--- config.mk ---
export PLATFORM = sky130hd
export DESIGN_NAME = io_read_fifo_port
export DESIGN_NICKNAME = d
export VERILOG_FILES = /design/src/rtl/io_read_fifo_port.sv
export SDC_FILE = /design/constraint.sdc
export NUM_CORES = 1
export LEC_CHECK = 0
export CAP_MARGIN = 5
export CORE_MARGIN = 3
export CORE_UTILIZATION = 40
export CTS_BUF_LIST = sky130_fd_sc_hd__clkbuf_8
export DETAILED_ROUTE_END_ITERATION = 10
export MAX_ROUTING_LAYER = met4
export SLEW_MARGIN = 20
export SYNTH_ARGS = -nofsm -noshare
export SYNTH_HDL_FRONTEND = slang
export SYNTH_SLANG_ARGS = --single-unit
--- constraint.sdc ---
create_clock -name clock -period 2.2 [get_ports clock]
set_input_delay 0.33 -clock clock [delete_from_list [all_inputs] [get_ports clock]]
set_output_delay 0.33 -clock clock [all_outputs]
set_load 0.02 [all_outputs]
--- src/rtl/io_read_fifo_port.sv ---
// Read-side I/O port: a small FIFO filled by an external producer and drained by CPU IN cycles.
// Optional registered interrupt output enabled by defining IO_READ_FIFO_IRQ_EN.
module io_read_fifo_port #(
    parameter int unsigned  N           = 8,
    parameter int unsigned  DEPTH       = 4,
    parameter logic [N-1:0] EMPTY_VALUE = N'(8'hFF)
) (
    input  logic         clock,
    input  logic         reset,
    input  logic         ext_strobe,
    input  logic [N-1:0] ext_data,
    output logic         ext_ready,
    input  logic         cpu_rd,
    input  logic         cpu_sel,
    output logic [N-1:0] cpu_data
`ifdef IO_READ_FIFO_IRQ_EN
    ,
    output logic         irq
`endif
);

    localparam int unsigned  AW         = (DEPTH > 1) ? $clog2(DEPTH) : 1;
    localparam logic [AW:0]  FULL_COUNT = (AW + 1)'(DEPTH);
    localparam logic [AW:0]  COUNT_ONE  = (AW + 1)'(1);
    localparam logic [AW-1:0] PTR_ONE   = AW'(1);

    logic [N-1:0]  r_mem [DEPTH];
    logic [AW-1:0] r_wr_ptr;
    logic [AW-1:0] r_rd_ptr;
    logic [AW:0]   r_count;
    logic          r_overrun;
    logic [N-1:0]  r_cpu_data;
    logic          r_rd_active;
    logic          r_sel_q;
    logic          r_rd_nonempty;
    logic          r_strobe_prev;
    logic          r_rd_prev;

    logic          w_push_ev;
    logic          w_rd_rise;
    logic          w_rd_fall;
    logic          w_full;
    logic          w_empty;
    logic          w_do_push;
    logic          w_do_pop;
    logic          w_overrun_ev;
    logic [AW:0]   w_count_next;
    logic [N-1:0]  w_status;

    assign w_push_ev    = ext_strobe & ~r_strobe_prev;
    assign w_rd_rise    = cpu_rd & ~r_rd_prev;
    assign w_rd_fall    = ~cpu_rd & r_rd_prev & r_rd_active;
    assign w_full       = (r_count == FULL_COUNT);
    assign w_empty      = (r_count == '0);
    // Full is judged on the pre-pop count, so a push into a full FIFO is lost even if a pop coincides.
    assign w_do_push    = w_push_ev & ~w_full;
    assign w_overrun_ev = w_push_ev & w_full;
    assign w_do_pop     = w_rd_fall & ~r_sel_q & r_rd_nonempty;

    assign ext_ready = ~w_full;
    assign cpu_data  = r_cpu_data;

    always_comb begin
        w_count_next = r_count;
        if (w_do_push && !w_do_pop) begin
            w_count_next = r_count + COUNT_ONE;
        end else if (!w_do_push && w_do_pop) begin
            w_count_next = r_count - COUNT_ONE;
        end
    end

    always_comb begin
        w_status    = '0;
        w_status[0] = ~w_empty;
        w_status[1] = w_full;
        w_status[2] = r_overrun;
    end

`ifdef IO_READ_FIFO_IRQ_EN
    logic w_rd_active_next;
    logic r_irq;

    assign w_rd_active_next = w_rd_rise ? 1'b1 : (w_rd_fall ? 1'b0 : r_rd_active);
    assign irq              = r_irq;
`endif

    always_ff @(posedge clock) begin
        if (w_do_push) begin
            r_mem[r_wr_ptr] <= ext_data;
        end
    end

    always_ff @(posedge clock) begin
        if (reset) begin
            r_wr_ptr      <= '0;
            r_rd_ptr      <= '0;
            r_count       <= '0;
            r_overrun     <= 1'b0;
            r_cpu_data    <= '0;
            r_rd_active   <= 1'b0;
            r_sel_q       <= 1'b0;
            r_rd_nonempty <= 1'b0;
            // Held-high strobes across reset release must not look like fresh edges.
            r_strobe_prev <= 1'b1;
            r_rd_prev     <= 1'b1;
`ifdef IO_READ_FIFO_IRQ_EN
            r_irq         <= 1'b0;
`endif
        end else begin
            r_strobe_prev <= ext_strobe;
            r_rd_prev     <= cpu_rd;
            r_count       <= w_count_next;
            if (w_do_push) begin
                r_wr_ptr <= r_wr_ptr + PTR_ONE;
            end
            if (w_do_pop) begin
                r_rd_ptr <= r_rd_ptr + PTR_ONE;
            end
            if (w_overrun_ev) begin
                r_overrun <= 1'b1;
            end else if (w_rd_fall && r_sel_q) begin
                r_overrun <= 1'b0;
            end
            if (w_rd_rise) begin
                r_rd_active   <= 1'b1;
                r_sel_q       <= cpu_sel;
                r_rd_nonempty <= ~w_empty;
                if (cpu_sel) begin
                    r_cpu_data <= w_status;
                end else if (w_empty) begin
                    r_cpu_data <= EMPTY_VALUE;
                end else begin
                    r_cpu_data <= r_mem[r_rd_ptr];
                end
            end else if (w_rd_fall) begin
                r_rd_active <= 1'b0;
            end
`ifdef IO_READ_FIFO_IRQ_EN
            r_irq <= (w_count_next != '0) & ~w_rd_active_next;
`endif
        end
    end

endmodule

## After elaboration in Yosys (flattened, before gate mapping)

Memories as Yosys holds them, arrays and structs flattened. A register that Yosys moved wholly into a read port is not among the register bits.
Index checks and enable logic that the tools add are counted.

| storage, ports and cells | value |
|---|---|
| output and inout port bits | 9 |
| flip-flop bits (word level) | 21 |
| memory bits (writable) | 32 |
| input port bits | 13 |
| memories kept | 1 |

Memories:

| memory | words | bits a word | read ports | clocked after memory_dff | wr ports | RTL line | source |
|---|---|---|---|---|---|---|---|
| r_mem | 4 | 8 | 1 | 1 | 1 | 27 | `logic [N-1:0] r_mem [DEPTH];` |

| operators by class | value |
|---|---|
| multiplexer cells | 12 |
| equal/unequal tests | 1 |
| reduce and logical (&&, ||, !) cells | 9 |
| bitwise operators | 14 |
| add/subtract/negate cells | 4 |

Operators with widths:

| cell | number |
|---|---|
| $mux W8 | 2 |
| $and A1 B1 Y1 | 8 |
| $mux W1 | 6 |
| $mux W3 | 2 |
| $not A1 Y1 | 6 |
| $reduce_bool A2 Y1 | 3 |
| $add A2 B1 Y2 const B | 2 |
| $mux W2 | 2 |
| $add A3 B1 Y3 const B | 1 |
| $eq A3 B3 Y1 const B | 1 |
| $logic_and A1 B1 Y1 | 3 |
| $logic_not A3 Y1 | 1 |
| $sub A3 B1 Y3 const B | 1 |
| $logic_not A1 Y1 | 2 |

## Logic depth before layout (Yosys ltp)

Gate-level depths: netlist of the first run.

| logic depth | value |
|---|---|
| depth in word-level cells | 8 |
| mapped depth | 8 |

## Least setup slack after synthesis of the first run

No wires, ideal clock.

| timing | value |
|---|---|
| kind | reg2reg |
| from | reg r_count[0] |
| to | reg r_count[2] |
| buffers on the path | 0 |
| slack | 295 ps |
| library setup time | 71 ps |
| clock period less this slack | 1905 ps |
| data arrival time | 1835 ps |
| required time | 2129 ps |
| stages on the path, launching flop included | 9 |
| path through | dfxtp_1 nor3b_2 nor2_1 ha_1 inv_1 fa_1 xor2_1 or3_1 a21oi_1 |

| between the ends | value |
|---|---|
| word-level cells in the longest chain between the ends | 6 |
| elaborated cells between the ends (all ways) | 11 |

Ends and longest elaborated chain:

| item | RTL line | source |
|---|---|---|
| start, declared | 30 | `logic [AW:0] r_count;` |
| start signal, assigned | 112 | `r_count <= w_count_next;` |
| $eq A3 B3 Y1 (*) | 53 | `assign w_full = (r_count == FULL_COUNT);` |
| $not A1 Y1 (*) | 56 | `assign w_do_push = w_push_ev & ~w_full;` |
| $and A1 B1 Y1 (*) | 56 |  |
| via w_do_push | 44 | `logic w_do_push;` |
| $logic_not A1 Y1 | 67 | `end else if (!w_do_push && w_do_pop) begin` |
| $logic_and A1 B1 Y1 | 67 |  |
| $reduce_bool A2 Y1 (no source line) | - |  |

Mark *: on every way through the listed nets, which the timed path passes. The rest lies on a longest branch. The select of a mux whose other input is x is not followed.
A chain may end at the register's enable or synchronous reset.

## Final worst setup path of the first run

| timing | value |
|---|---|
| from | reg r_count[2] |
| to | out ext_ready |

| between the ends | value |
|---|---|
| word-level cells in the longest chain between the ends | 2 |

Ends and longest elaborated chain:

| item | RTL line | source |
|---|---|---|
| $eq A3 B3 Y1 | 53 |  |
| $not A1 Y1 | 60 | `assign ext_ready = ~w_full;` |
| end, declared | 12 | `output logic ext_ready,` |

No other way between the ends.

==> metrics list, run 1 <==
- Number of stages on the worst hold path: 2
- End of the worst register-to-register path: r_count[2]$_SDFFE_PP0P_
- After clock tree synthesis, the flow added hold-fix buffers numbering 0.
- Pwr/cell area: between 700 and 800 nW/um^2
- First-pass DRT Iterations: 4
- Wire length of the first global-routing pass: approximately 6600 um
- The H-tree was split into 2 levels.
- Type of the worst min-delay path: flop to flop
* Final critical-path required period: between 2000 and 2500 ps
- After legalization and detailed placement, the total HPWL measured around 2800 um.
- Cts bufs inserted: 5
- Post-cts resize count: 0
* Detailed-route vias per instance: 5.057
- Critical Path Start: r_count[2]$_SDFFE_PP0P_
- Leaving out fill and tap cells, the most frequent cells in the layout are edfxtp_1, dfxtp_1, clkdlybuf4s50_1, buf_4, a21oi_1.
* Reg clk slew, reported paths: roughly 90 ps
* Buffer count from post-CTS setup fixing: 0
- Count of distinct cell types in the synthesized netlist: 38
- Standard cell area after detailed placement: roughly 2600 um^2
- Including well taps, the total number of placed cells is between 200 and 300.
* Synthesized-area fraction occupied by ao, oa, aoi and oai cells: 0.06399
- Gp weighted congestion: around 0.7
- Synthesis inferred 55 register bits.
- Timing would allow up to around 0.48 GHz.
- Number of max-cap violations: 0
- Category of the critical setup timing path: flop to output port
* # rows: 26
- Once detail routing completed, the nets flagged for antenna violations numbered 0.
- Proportion of synthesized chip area in sequential cells: 0.6433
* Unrepaired setup endpoints after global routing: false
- Effective utilization at floorplan: 0.4219
* Setup_tns: 0 ps
- Yosys printed 0 warnings.
- Number of I/O port buffers: 21
* Final core utilization: 0.5136
- Portion of netlist area occupied by mux cells: 0.09117
- Hold violation total from the final report: 0
- Fin nets: 210
- R2R Path Start: r_count[0]$_SDFFE_PP0P_
- Global-route usage over all layers: 0.1428
- CTS max path bufs: 2
- Setup Slack @ Placement: -178.0 ps
- Normalized max-slew margin: 0.5826
- Clock tree synthesis selected as its root buffer the cell clkbuf_8.
- Antenna diode instance count: 0
- Clock tree from TritonCTS: yes
- In the post-route analysis, the smallest setup slack over all paths is ~110 ps.
* Sum of routed wire length over all layers: about 3900 um
- Number of non-filler instances in the completed layout: approximately 260
- At the pin with the least slew margin, the transition time is between 600 and 700 ps.
- Leak: between 0.9 and 1 nW
- Setup violations remaining at the end of the flow were counted as 0.
- Maximum fanout along the worst path: 8
* Result of the run: finished, final reports clean
- Count of final max-slew check failures: 0
* Post-route fraction of the period consumed by the critical path: 0.9492
- In this run, the number of DRC markers left after iteration 0 of detailed routing was 76.
- Data on the critical path is required at its endpoint by 1870 ps.
- After detailed routing, the average wire length per cell comes to 15.06 um.
* Total congestion overflow: 0
* Remaining routing DRC violations: 0
* Total non-filler cell area in the finished layout: between 2000 and 3000 um^2
- The library cell used most frequently in the layout, excluding fill and tap cells, is edfxtp_1.
- CP Capture Type: output port
- Min-delay src: cpu_data[5]$_SDFFE_PP0P_
* Mean Syn Cell Area: 14.16 um^2
- The die covers 6452 um^2.
* Post-Synth Adder-Cell Area: 0.03737
- Xor and xnor fraction of the mapped netlist area: 0.007928
* Vias in the first global route: approximately 1300
* Dominant combinational cell family by area after synthesis: simple AND/OR/NAND/NOR gates
- The area growth from synthesis to layout is 21.74%.
- Antenna violations before repair: 0
- Number of vias after detailed routing: about 1300
- Setup slack of the most critical reg-to-reg path: between 100 and 150 ps
- On the final layout, the worst clock skew is approximately 7.6 ps.
- For the worst setup path, the data arrival time is between 1500 and 2000 ps.
- Total number of clock tree sinks: 55
- Across the VDD grid, the largest voltage drop is 0.4487 mV.
- Layout cells sized above 1: 0.1927
- Clock latency on the worst-skew pair, taken at its later pin, is 300 ps.
* Setup crit start kind: flop
* Maximum number of pins on one net before global-route repair: 18
* Depth of the worst register-to-register path: 8
- The path with the worst hold slack has its endpoint at cpu_data[5]$_SDFFE_PP0P_.
* Share of synthesized cell area in and, or, nand and nor gates: 0.1314
- Synth Net Count: approximately 180
- Number of standard cells after synthesis: about 160
- After synthesis the cells add up to around 2200 um^2.
- Area of the core: between 5000 and 6000 um^2
- Vertical die dimension: between 80 and 90 um
- Horizontal die dimension: 80.33 um
- In this run the count of I/O pins placed on the die edge is 22.
-- per-layer routing --
layer / global-route usage / vias up / wire, um
li1: - / 648 / -
met5: - / - / 0
met2: 0.2343 / 31 / 2011
met1: 0.1752 / 642 / 1728
met4: 0.04054 / 0 / 48
met3: 0.03700 / 4 / 158
-- final cells by class --
cell class              count  area [um^2]
fillers                   446         2547
flip-flops and latches     55         1421
clock buffers               5        68.82
multi-input cells          89        739.5
clock inverters             3        42.54
repair buffers             34        307.8
well taps                  70        87.58
inverters                   6        22.52
-- synth_stat cells --
master / number / area (um^2)
edfxtp_1: 32 / 960.9
dfxtp_1: 23 / 460.4
a21oi_1: 12 / 60.06
mux4_2: 8 / 180.2
nor2_1: 8 / 30.03
nand2_1: 7 / 26.28
and3_1: 5 / 31.28
ha_1: 5 / 62.56
inv_1: 5 / 18.77
o21ai_0: 5 / 25.02
o21ai_1: 5 / 25.02
clkbuf_1: 3 / 11.26
nand2b_1: 3 / 18.77
nor2b_1: 3 / 18.77
or2_2: 3 / 18.77
nand3_1: 2 / 10.01
nor3b_1: 2 / 15.01
nor4_1: 2 / 12.51
nor4_2: 2 / 25.02
or3_1: 2 / 12.51
xor2_1: 2 / 17.52
a211oi_1: 1 / 7.510
a22oi_1: 1 / 7.510
a311oi_1: 1 / 8.760
buf_2: 1 / 5.000
buf_6: 1 / 11.26
clkbuf_2: 1 / 5.000
fa_1: 1 / 20.02
inv_2: 1 / 3.750
mux2_1: 1 / 11.26
mux2i_1: 1 / 10.01
nand3b_1: 1 / 7.510
nand4b_1: 1 / 8.760
nor3_1: 1 / 5.000
nor3_4: 1 / 16.27
nor3b_2: 1 / 12.51
nor4_4: 1 / 21.27
o21bai_1: 1 / 7.510
-- state kept, by name (all words and copies together), names as in the netlist, named ones only --
register and flops:
r_rd_active 1, r_count 3, r_sel_q 1, r_mem 32, r_wr_ptr 2, cpu_data 8
r_overrun 1, r_strobe_prev 1, r_rd_ptr 2, r_rd_nonempty 1, r_rd_prev 1
-- worst max path at each step --
| stage | to | slack (ps) | cells past startpoint |
|---|---|---|---|
| global placement | r_count[2]$_SDFFE_PP0P_ | -70 | 9 |
| floorplan | r_count[2]$_SDFFE_PP0P_ | 290 | 8 |
| detailed placement | r_count[2]$_SDFFE_PP0P_ | -180 | 9 |
| finish | ext_ready | 110 | 3 |
| global route | r_count[2]$_SDFFE_PP0P_ | 4 | 8 |
| CTS | ext_ready | 30 | 3 |
-- cells by family after synthesis --
group | count (synthesis)
flops | 55
simple gates | 45
compound gates | 26
buf+inv | 12
mux | 10
fa+ha+maj | 6
xor+xnor | 2
-- through the flow --
stage | hold slack, ps | power (mW)
after global placement | 444.9 | 1.292
after CTS | 473.2 | 1.956
after global routing | 489.3 | 2.020
after detailed placement | 460.3 | 1.299
after floorplan | 428.9 | 1.223
final | 467.2 | 1.934
-- worst max-delay path, stage by stage, from the launching register on --
cell	delay [ps]
dfxtp_1	430
nor3b_4	330
inv_2	130
clkdlybuf4s50_1	560
-- power breakdown --
| part | internal, mW | leakage [nW] | switching (mW) |
|---|---|---|---|
| sequential | 1.11 | 0.476 | 0.0173 |
| clock | 0.340 | 0.0562 | 0.319 |
| combinational | 0.0717 | 0.384 | 0.0776 |
Note: power is estimated with default switching activity, not from simulation.
==> inputs of run 2 (changes only) <==
--- a/config.mk
+++ b/config.mk
@@ -6,6 +6,7 @@
 export NUM_CORES = 1
 export LEC_CHECK = 0
 export CAP_MARGIN = 5
+export CORE_ASPECT_RATIO = 1.5
 export CORE_MARGIN = 3
 export CORE_UTILIZATION = 40
 export CTS_BUF_LIST = sky130_fd_sc_hd__clkbuf_8
==> metrics list, run 2 (synthesized netlist as in run 1, its figures left out) <==
- Result of the run: finished, final reports clean
- The design draws 1.954 mW.
- The detailed router used layers up to and including met4.
* Peak VDD IR: about 0.54 mV
* Cell-by-cell listing of the critical path: clkdlybuf4s50_1 > nand3b_1 > or2_2 > ha_1 > inv_1 > fa_1 > xor2_1 > or3_1 > a21oi_1
- Setup_tns: 0 ps
- Buffer count from post-CTS setup fixing: 0
* Endpoints failing setup: 0
- Category of the critical setup timing path: input pin to flop
- Die Area: around 6500 um^2
- Hold buffer count at cts: 0
* Area delta synth->final: 22.59%
* Commonest non-fill, non-tap cell in the layout: edfxtp_1
- The clock drives 55 sinks.
- CP max-delay cell: clkdlybuf4s50_1
* Part of the power in the clock network: 0.346
- After clock tree synthesis, the repair step resized 0 gates.
* Antenna diode instance count: 0
* Type of the worst min-delay path: flop to flop
- For this run, the top clock speed supported by timing is roughly 0.48 GHz.
* Remaining routing DRC violations: 0
* Normalized max-slew margin: 0.6433
- Worst skew pair latency: ~300 ps
- Summed over all layers, the routed wires come to 3875 um.
- Detailed placement finished with a half-perimeter wire length of 2888 um.
- Crit path max-delay family: simple AND/OR/NAND/NOR gates
- For the finished layout, the period the worst path requires is about 2100 ps.
* Effective utilization at floorplan: 0.4213
- Antenna violations before repair: 0
- The pre-antenna-repair detailed-routing pass consisted of 4 iterations.
* Setup crit start kind: input pin
* CP Capture Type: flop
- Detailed routing placed a total of a little over 2000 um of wire on met2.
- Number of max-cap violations: 0
- Entering global routing, the biggest net connects 19 pins.
* Wire length of the first global-routing pass: around 6500 um
- Largest register FFs: 32
- Global routing finished with a remaining overflow of 0.
- Vias in the first global route: roughly 1400
- Count of final max-slew check failures: 0
- The internal power of the cells totals ~1.5 mW.
- Layout cells sized above 1: 0.2113
- From left edge to right edge, the die measures 66.69 um.
- Along the worst path, the maximum fanout reaches 2.
- Cts bufs inserted: 5
* Post-detailed-route count of antenna-violating nets: 0
- Of the total power, registers draw 0.576.
- Clock skew: between 9 and 10 ps
- The floorplan step set the die height to between 90 and 100 um.
* Fin nets: roughly 210
- In the layout the commonest cells are edfxtp_1, dfxtp_1, clkdlybuf4s50_1, buf_4, a21oi_1.
- Net Sw Frac: 0.2174
- Number of vias after detailed routing: between 1000 and 1500
- Of the available clock period, the critical path in the final layout requires 0.9513.
- Initial drt markers: 64
- TritonCTS built the clock tree.
- In this run the tool buffered the top-level ports with 21 buffer cells.
* Setup Slack @ Placement: -193.2 ps
* Reg clk slew, reported paths: about 100 ps
- CTS max path bufs: 2
- For the pin with the worst max-slew slack, the measured transition is about 530 ps.
* Unrepaired setup endpoints after global routing: false
* Detailed route wirelength on metal3: 132 um
- Data on the critical path arrives at its endpoint at between 2000 and 2500 ps.
* Detailed-route wire length per cell: 14.79 um
* Leak: a little over 0.9 nW
- Maximum level of the CTS H-tree: 2
- Sw Pwr: between 400 and 500 uW
- At the worst endpoint, the required time is between 2000 and 2500 ps.
- The share of total power dissipated in combinational logic is 0.078.
- The congestion estimate from routability-driven global placement came to about 0.8.
* Length of routed wiring on met1: 1607 um
- The register with the most flip-flops in the final layout is r_mem.
- Worst path setup slack after routing: about 110 ps
- Area of the core: between 5000 and 6000 um^2
- The final-report hold violation count came to 0.
* Detailed-route vias per instance: ~5.1
* Slowest Stage Delay on Critical Path: 480 ps
* Global-route usage over all layers: 0.1359
- The critical path contains buffers and inverters numbering 2 combined.
- The floorplan has 32 rows.
* IO Count: 22
- Pwr/cell area: ~700 nW/um^2
- CTS Root Buffer Type: clkbuf_8
run 2: per-layer routing:
metal / vias up / track usage
li1: 650 / -
met1: 650 / 0.1540
met2: 26 / 0.2301
met3: 6 / 0.03484
met4: 0 / 0.04225
met5: - / -
run 2: final cells by class:
class / count / area (um^2)
clock buffers: 5 / 68.82
clock inverters: 3 / 47.55
well taps: 68 / 85.08
inverters: 6 / 22.52
repair buffers: 36 / 322.8
flip-flops and latches: 55 / 1423
multi-input cells: 89 / 739.5
fillers: 449 / 2536
run 2: worst paths after layout:
path                       startpoint  cells after the start                  endpoint  slack, ps
max                            cpu_rd                      9   r_count[2]$_SDFFE_PP0P_        110
min          cpu_data[4]$_SDFFE_PP0P_                      2  cpu_data[4]$_SDFFE_PP0P_        460
max reg2reg   r_count[1]$_SDFFE_PP0P_                      8   r_count[2]$_SDFFE_PP0P_        130
min reg2reg  cpu_data[4]$_SDFFE_PP0P_                      2  cpu_data[4]$_SDFFE_PP0P_        460
run 2: worst min-delay path, cell delays in order (launching register included):
cell,delay (ps)
dfxtp_1,320
nand2_1,50
a21oi_1,50
run 2: power groups by stage:
stage / sequential (mW) / combinational (mW) / clock [mW]
finish: 1.13 / 0.152 / 0.677
detailed placement: 1.15 / 0.152 / 0
floorplan: 1.15 / 0.0701 / 0
global route: 1.13 / 0.167 / 0.738
global placement: 1.15 / 0.146 / 0
CTS: 1.13 / 0.152 / 0.697
run 2: stage by stage:
stage          hold slack [ps]    util  cell area, um^2  cells
5_1_grt                  480.1  0.5165             2709    262
3_5_place_dp             448.3  0.4928             2585    254
3_3_place_gp             445.8  0.4928             2585    254
4_1_cts                  463.3  0.5150             2701    262
6_report                 459.2  0.5165             2709    262
2_1_floorplan            428.9       -             2210    156
